### src/rtl/payload_receiver.sv
// UART payload receiver: waits for a header byte, assembles a fixed-length payload and
// publishes it atomically; aborts a partial packet when the inter-byte gap gets too long.
module payload_receiver #(
    parameter logic [7:0]  EVENT_CODE     = 8'hAD,
    parameter int unsigned RECV_BYTES_QTD = 41,
    parameter bit          MSB_FIRST      = 1'b1,
    parameter int unsigned TIMEOUT_CICLOS = 50000
) (
    input  logic                        clock,
    input  logic                        reset,
    input  logic                        dado_recebido_valido,
    input  logic [7:0]                  dado_entrada,
    output logic [RECV_BYTES_QTD*8-1:0] buffer_recebido,
    output logic                        recepcao_concluida,
    output logic                        erro_timeout,
    output logic                        recebendo,
    output logic [7:0]                  contador_pacotes
);

    localparam int unsigned IdxW = (RECV_BYTES_QTD > 1) ? $clog2(RECV_BYTES_QTD) : 1;
    localparam int unsigned ToW  = $clog2(TIMEOUT_CICLOS);
    localparam int unsigned BufW = RECV_BYTES_QTD * 8;

    localparam logic [IdxW-1:0] UltimoIdx = IdxW'(RECV_BYTES_QTD - 1);
    localparam logic [ToW-1:0]  LimiteTo  = ToW'(TIMEOUT_CICLOS - 1);

    typedef enum logic [0:0] {
        StEsperaCabecalho,
        StRecebeDados
    } estado_e;

    estado_e          estado_q, estado_d;
    logic [IdxW-1:0]  indice_q, indice_d;
    logic [ToW-1:0]   timeout_q, timeout_d;
    logic [BufW-1:0]  montagem_q, montagem_d;
    logic [BufW-1:0]  montagem_escrita;
    logic [BufW-1:0]  buffer_q, buffer_d;
    logic [7:0]       contador_q, contador_d;
    logic             concluida_q, concluida_d;
    logic             erro_q, erro_d;

    // Assembly register with the incoming byte merged at the current payload position.
    always_comb begin
        montagem_escrita = montagem_q;
        for (int unsigned i = 0; i < RECV_BYTES_QTD; i++) begin
            if (indice_q == IdxW'(i)) begin
                if (MSB_FIRST) begin
                    montagem_escrita[(RECV_BYTES_QTD - 1 - i) * 8 +: 8] = dado_entrada;
                end else begin
                    montagem_escrita[i * 8 +: 8] = dado_entrada;
                end
            end
        end
    end

    always_comb begin
        estado_d    = estado_q;
        indice_d    = indice_q;
        timeout_d   = timeout_q;
        montagem_d  = montagem_q;
        buffer_d    = buffer_q;
        contador_d  = contador_q;
        concluida_d = 1'b0;
        erro_d      = 1'b0;

        unique case (estado_q)
            StEsperaCabecalho: begin
                if (dado_recebido_valido && (dado_entrada == EVENT_CODE)) begin
                    estado_d  = StRecebeDados;
                    indice_d  = '0;
                    timeout_d = '0;
                end
            end

            StRecebeDados: begin
                // A strobe always wins over an expiring timeout.
                if (dado_recebido_valido) begin
                    montagem_d = montagem_escrita;
                    timeout_d  = '0;
                    indice_d   = indice_q + IdxW'(1);
                    if (indice_q == UltimoIdx) begin
                        buffer_d    = montagem_escrita;
                        contador_d  = contador_q + 8'd1;
                        concluida_d = 1'b1;
                        estado_d    = StEsperaCabecalho;
                        indice_d    = '0;
                    end
                end else begin
                    timeout_d = timeout_q + ToW'(1);
                    if (timeout_d == LimiteTo) begin
                        estado_d  = StEsperaCabecalho;
                        erro_d    = 1'b1;
                        timeout_d = '0;
                        indice_d  = '0;
                    end
                end
            end

            default: begin
                estado_d = StEsperaCabecalho;
            end
        endcase
    end

    always_ff @(posedge clock) begin
        if (reset) begin
            estado_q    <= StEsperaCabecalho;
            indice_q    <= '0;
            timeout_q   <= '0;
            montagem_q  <= '0;
            buffer_q    <= '0;
            contador_q  <= '0;
            concluida_q <= 1'b0;
            erro_q      <= 1'b0;
        end else begin
            estado_q    <= estado_d;
            indice_q    <= indice_d;
            timeout_q   <= timeout_d;
            montagem_q  <= montagem_d;
            buffer_q    <= buffer_d;
            contador_q  <= contador_d;
            concluida_q <= concluida_d;
            erro_q      <= erro_d;
        end
    end

    assign buffer_recebido    = buffer_q;
    assign recepcao_concluida = concluida_q;
    assign erro_timeout       = erro_q;
    assign recebendo          = (estado_q == StRecebeDados);
    assign contador_pacotes   = contador_q;

endmodule

### config.mk
export PLATFORM = sky130hd
export DESIGN_NAME = payload_receiver
export DESIGN_NICKNAME = d
export VERILOG_FILES = /design/src/rtl/payload_receiver.sv
export SDC_FILE = /design/constraint.sdc
export NUM_CORES = 1
export LEC_CHECK = 0
export BUFFER_PORTS_ARGS = -buffer_cell sky130_fd_sc_hd__clkbuf_2
export CORE_MARGIN = 1
export CORE_UTILIZATION = 40
export CTS_BUF_LIST = sky130_fd_sc_hd__clkbuf_4 sky130_fd_sc_hd__clkbuf_8 sky130_fd_sc_hd__clkbuf_16
export DETAILED_ROUTE_END_ITERATION = 8
export GPL_TIMING_DRIVEN = 0
export PLACE_DENSITY = 0.61
export SYNTH_ARGS = -nofsm -noshare
export SYNTH_HDL_FRONTEND = slang
export SYNTH_SLANG_ARGS = --single-unit
export TNS_END_PERCENT = 5
### constraint.sdc
create_clock -name clock -period 2.6 [get_ports clock]
set_clock_uncertainty 0.1 [all_clocks]
set_input_delay 0.39 -clock clock [delete_from_list [all_inputs] [get_ports clock]]
set_output_delay 0.39 -clock clock [all_outputs]
set_load 0.01 [all_outputs]
==> summary.txt <==
Critical path
  • Critical Path, Cell by Cell: inv_1 > nor2_1 > nand2_1 > nor2_2 > mux2i_1 > a211oi_1
  • Type of the setup path with the least slack: flop to flop
  • Standard cell with the maximum stage delay on the critical path: sky130_fd_sc_hd__nor2_2
  • Critical path data arrival time: around 3100 ps
  • Critical Path Fanout Max: 9
  • Crit end category: flop
  • CP Launch Type: flop
  • Worst path max stage delay: approximately 560 ps
  • Endpoint required time on the critical path: 3000 ps
  • Buffer and inverter count on the worst path: 1
  • Family with the most delay on the worst path: simple AND/OR/NAND/NOR gates

Placed design
  • # port buffers: 340
  • RePlAce Congestion: just under 0.9
  • Post-detailed-placement half-perimeter wirelength: 69600 um
  • DP Area: just over 30000 um2

CTS
  • Clock sink count: a little under 700
  • TritonCTS Buffers: 74
  • Max H-tree Level: 3
  • Latest clock arrival within the worst-skew pair: 650 ps
  • Largest buffer count on any clock path: 3
  • Clock tree from TritonCTS: yes
  • Root buffer selected by CTS: sky130_fd_sc_hd__clkbuf_16
  • Clock-pin slew reported for the worst setup and hold paths after clock tree synthesis: ~60 ps

Die
  • Standard cell core area: 67600 um2
  • Chip width: between 200 and 300 um
  • Number of top-level design ports: between 300 and 400
  • Number of placement rows: 95
  • Y dimension of the die: approximately 260 um
  • Area enclosed by the die boundary: between 60000 and 70000 um2
  • Starting density of the core: about two fifths

Layout
  • Area Overhead vs Synth: 20.3%
  • Share of the core filled with cells: about half
  • Total non-filler cell area in the finished layout: ~33000 um2
  • Layout cell share with drive strength beyond 1: between 10% and 20%
  • Nets: around 3700
  • Antenna Cells: 0

Logic synthesis
  • Yosys warning total: 0
  • Count of state elements after synthesis: a little under 700
  • Proportion of synthesized chip area in sequential cells: 49.5%
  • Async SR Flop Fraction: 0%
  • Syn avg cell area: between 8 and 9 um2
  • Distinct cell type count after synthesis: between 40 and 50
  • Summed instance area of the synthesized netlist: approximately 28000 um2
  • Number of enable-type register cells in the synthesized netlist: 0
  • Most used flip-flop cell after synthesis: sky130_fd_sc_hd__dfxtp_1
  • Net count after synthesis: 3268
  • Post-Syn Instances: ~3300

Run status
  • Outcome: finished, violations left
  • Failing checks: setup timing

Detailed routing
  • Drt initial violations: 2217
  • Average wire per cell in the routed design: around 22 um
  • # DRC: 0
  • DRT antenna net count: 0
  • Pre-antenna DRT Iters: 5
  • Total number of vias: 25000
  • Total Routed Length: 101000 um
  • Per-cell via count in the routed design: ~5.4

Global route
  • Via count of the first global-routing pass: roughly 23000
  • Initial antenna violation count: 0
  • Maximum number of pins on one net before global-route repair: 14
  • First-pass GRT wire length: 147000 um
  • Total Routing Usage GR: between 20% and 30%
  • GRT Residual Overflow: 0

STA
  • Portion of the clock cycle consumed by the worst path in the final layout: 102%
  • Top achievable clock speed: ~0.38 GHz
  • Shortest clock period the worst path allows after layout: about 2700 ps
  • Unrepaired setup endpoints after global routing: true
  • Worst slew margin: between 20% and 30%
  • Least-Margin Pin Slew: 1120 ps
  • Final worst slack: -55.8 ps
  • Final hold violation count: 0
  • Max Slew Vio Count: 0
  • Setup-failing EPs final: 2

Worst hold path
  • Path type of the worst min-delay path: input pin to flop

Run
  • Max-Cap Viols: 0

Power
  • Pwr/cell area: approximately 660 nW/um2
  • Worst vdd rail ir drop: 0.400 mV
  • Leakage Power: between 10 and 15 nW
[cell families (layout without fill, tap and decap cells)]
logic type / after synthesis / in the layout / synth area share, %
AND/OR/NAND/NOR: 1239 / 1239 / 18.1
AO/OA/AOI/OAI: 704 / 704 / 16.0
flip-flops: 681 / 681 / 49.5
multiplexers: 315 / 315 / 11.4
buffers and inverters: 294 / 769 / 4.32
XOR/XNOR: 10 / 10 / 0.318
adder cells (fa/ha/maj): 7 / 7 / 0.318
[flip-flops by register name, indices dropped and copies added, names as in the netlist]
signal              count
recebendo               1
recepcao_concluida      1
timeout_q              16
erro_timeout            1
contador_pacotes        8
montagem_q            320
buffer_recebido       328
indice_q                6
[worst paths after layout]
check	startpoint	endpoint	slack, ps	depth (start not counted)
max	indice_q[2]	buffer_recebido[264]	-60	6
min	dado_recebido_valido	timeout_q[10]	50	4
max reg2reg	indice_q[2]	buffer_recebido[264]	-60	6
min reg2reg	montagem_q[46]	montagem_q[46]	350	2
[final cells by class]
class / count / area (um2)
plain buffers: 284 / 1220
clock buffers: 109 / 2210
clock inverters: 23 / 307
fillers: 6672 / 34500
inverters: 8 / 30.0
multi-input cells: 2275 / 12900
flip-flops and latches: 681 / 13600
well taps: 873 / 1090
repair buffers: 345 / 1750
[what timing repair did]
item	4_1_cts	5_1_grt
pin swaps	1	4
hold buffers	0	0
gates resized for setup	50	40
setup endpoints to repair	602	617
buffers inserted	3	2
[stage by stage]
step	total power, mW	hold WS [ps]	TNS (ps)	setup WS (ps)	cells
after CTS	22.1	25.9	-722	-70.4	4596
after global routing	22.6	73.9	-4120	-153	4598
after global placement	11.3	340	-317010	-1030	4463
final	22.0	53.4	-67.9	-55.8	4598
after detailed placement	11.3	344	-323140	-968	4463
after floorplan	11.0	333	0	495	3250
[cells in the mapped netlist (2+ instances only)]
cell / instances / share of area (%)
sky130_fd_sc_hd__buf_2: 66 / 1.2
sky130_fd_sc_hd__nor2_4: 4 / 0.16
sky130_fd_sc_hd__mux2i_1: 315 / 11
sky130_fd_sc_hd__a211oi_1: 315 / 8.6
sky130_fd_sc_hd__nor3_2: 3 / 0.11
sky130_fd_sc_hd__nor2b_1: 6 / 0.14
sky130_fd_sc_hd__a22oi_1: 3 / 0.082
sky130_fd_sc_hd__inv_1: 8 / 0.11
sky130_fd_sc_hd__nor2_2: 11 / 0.25
sky130_fd_sc_hd__nor4_1: 3 / 0.068
sky130_fd_sc_hd__and2_1: 3 / 0.068
sky130_fd_sc_hd__xnor2_1: 4 / 0.13
sky130_fd_sc_hd__xor2_1: 6 / 0.19
sky130_fd_sc_hd__nor2_1: 384 / 5.2
sky130_fd_sc_hd__nand3b_1: 2 / 0.054
sky130_fd_sc_hd__a311oi_1: 10 / 0.32
sky130_fd_sc_hd__and3_1: 4 / 0.091
sky130_fd_sc_hd__nand4_1: 28 / 0.64
sky130_fd_sc_hd__buf_1: 6 / 0.082
sky130_fd_sc_hd__nand3_1: 39 / 0.71
sky130_fd_sc_hd__clkbuf_1: 212 / 2.9
sky130_fd_sc_hd__o21ai_0: 18 / 0.33
sky130_fd_sc_hd__nand2b_1: 5 / 0.11
sky130_fd_sc_hd__a31oi_1: 7 / 0.16
sky130_fd_sc_hd__nand2_1: 715 / 9.7
sky130_fd_sc_hd__nor3_1: 21 / 0.38
sky130_fd_sc_hd__a31o_2: 2 / 0.064
sky130_fd_sc_hd__dfxtp_1: 681 / 49
sky130_fd_sc_hd__and4_1: 3 / 0.095
sky130_fd_sc_hd__ha_1: 7 / 0.32
sky130_fd_sc_hd__a21oi_1: 342 / 6.2
[cell usage in the layout (no fill, tap or decap), types with 37 or more instances in the layout]
master	n
sky130_fd_sc_hd__a211oi_1	315
sky130_fd_sc_hd__a21oi_1	342
sky130_fd_sc_hd__buf_2	62
sky130_fd_sc_hd__clkbuf_16	74
sky130_fd_sc_hd__clkbuf_1	182
sky130_fd_sc_hd__clkbuf_2	364
sky130_fd_sc_hd__nand2_1	713
sky130_fd_sc_hd__mux2i_1	315
sky130_fd_sc_hd__nor2_1	372
sky130_fd_sc_hd__dfxtp_1	680
sky130_fd_sc_hd__nand3_1	37
[report_power, final]
| group | internal [mW] | switching (mW) |
|---|---|---|
| clock network | 6.37 | 4.58 |
| logic | 0.0771 | 0.559 |
| registers | 10.4 | 0.000177 |
| total | 16.9 | 5.14 |
[routing by layer]
metal	up-vias	wire length (um)	GRT usage [%]
met5	-	0	0
met3	158	8010	5.28
met1	11900	44700	38.7
met2	977	45300	43.4
li1	12000	-	-
met4	0	2690	9.40
[worst register-to-register path, cell delays in order (launching register included)]
cell and delay (ps):
sky130_fd_sc_hd__dfxtp_1 460, sky130_fd_sc_hd__inv_1 100, sky130_fd_sc_hd__nor2_1 330, sky130_fd_sc_hd__nand2_1 330
sky130_fd_sc_hd__nor2_2 560, sky130_fd_sc_hd__mux2i_1 480, sky130_fd_sc_hd__a211oi_1 140
Note: power is estimated with default switching activity, not from simulation.
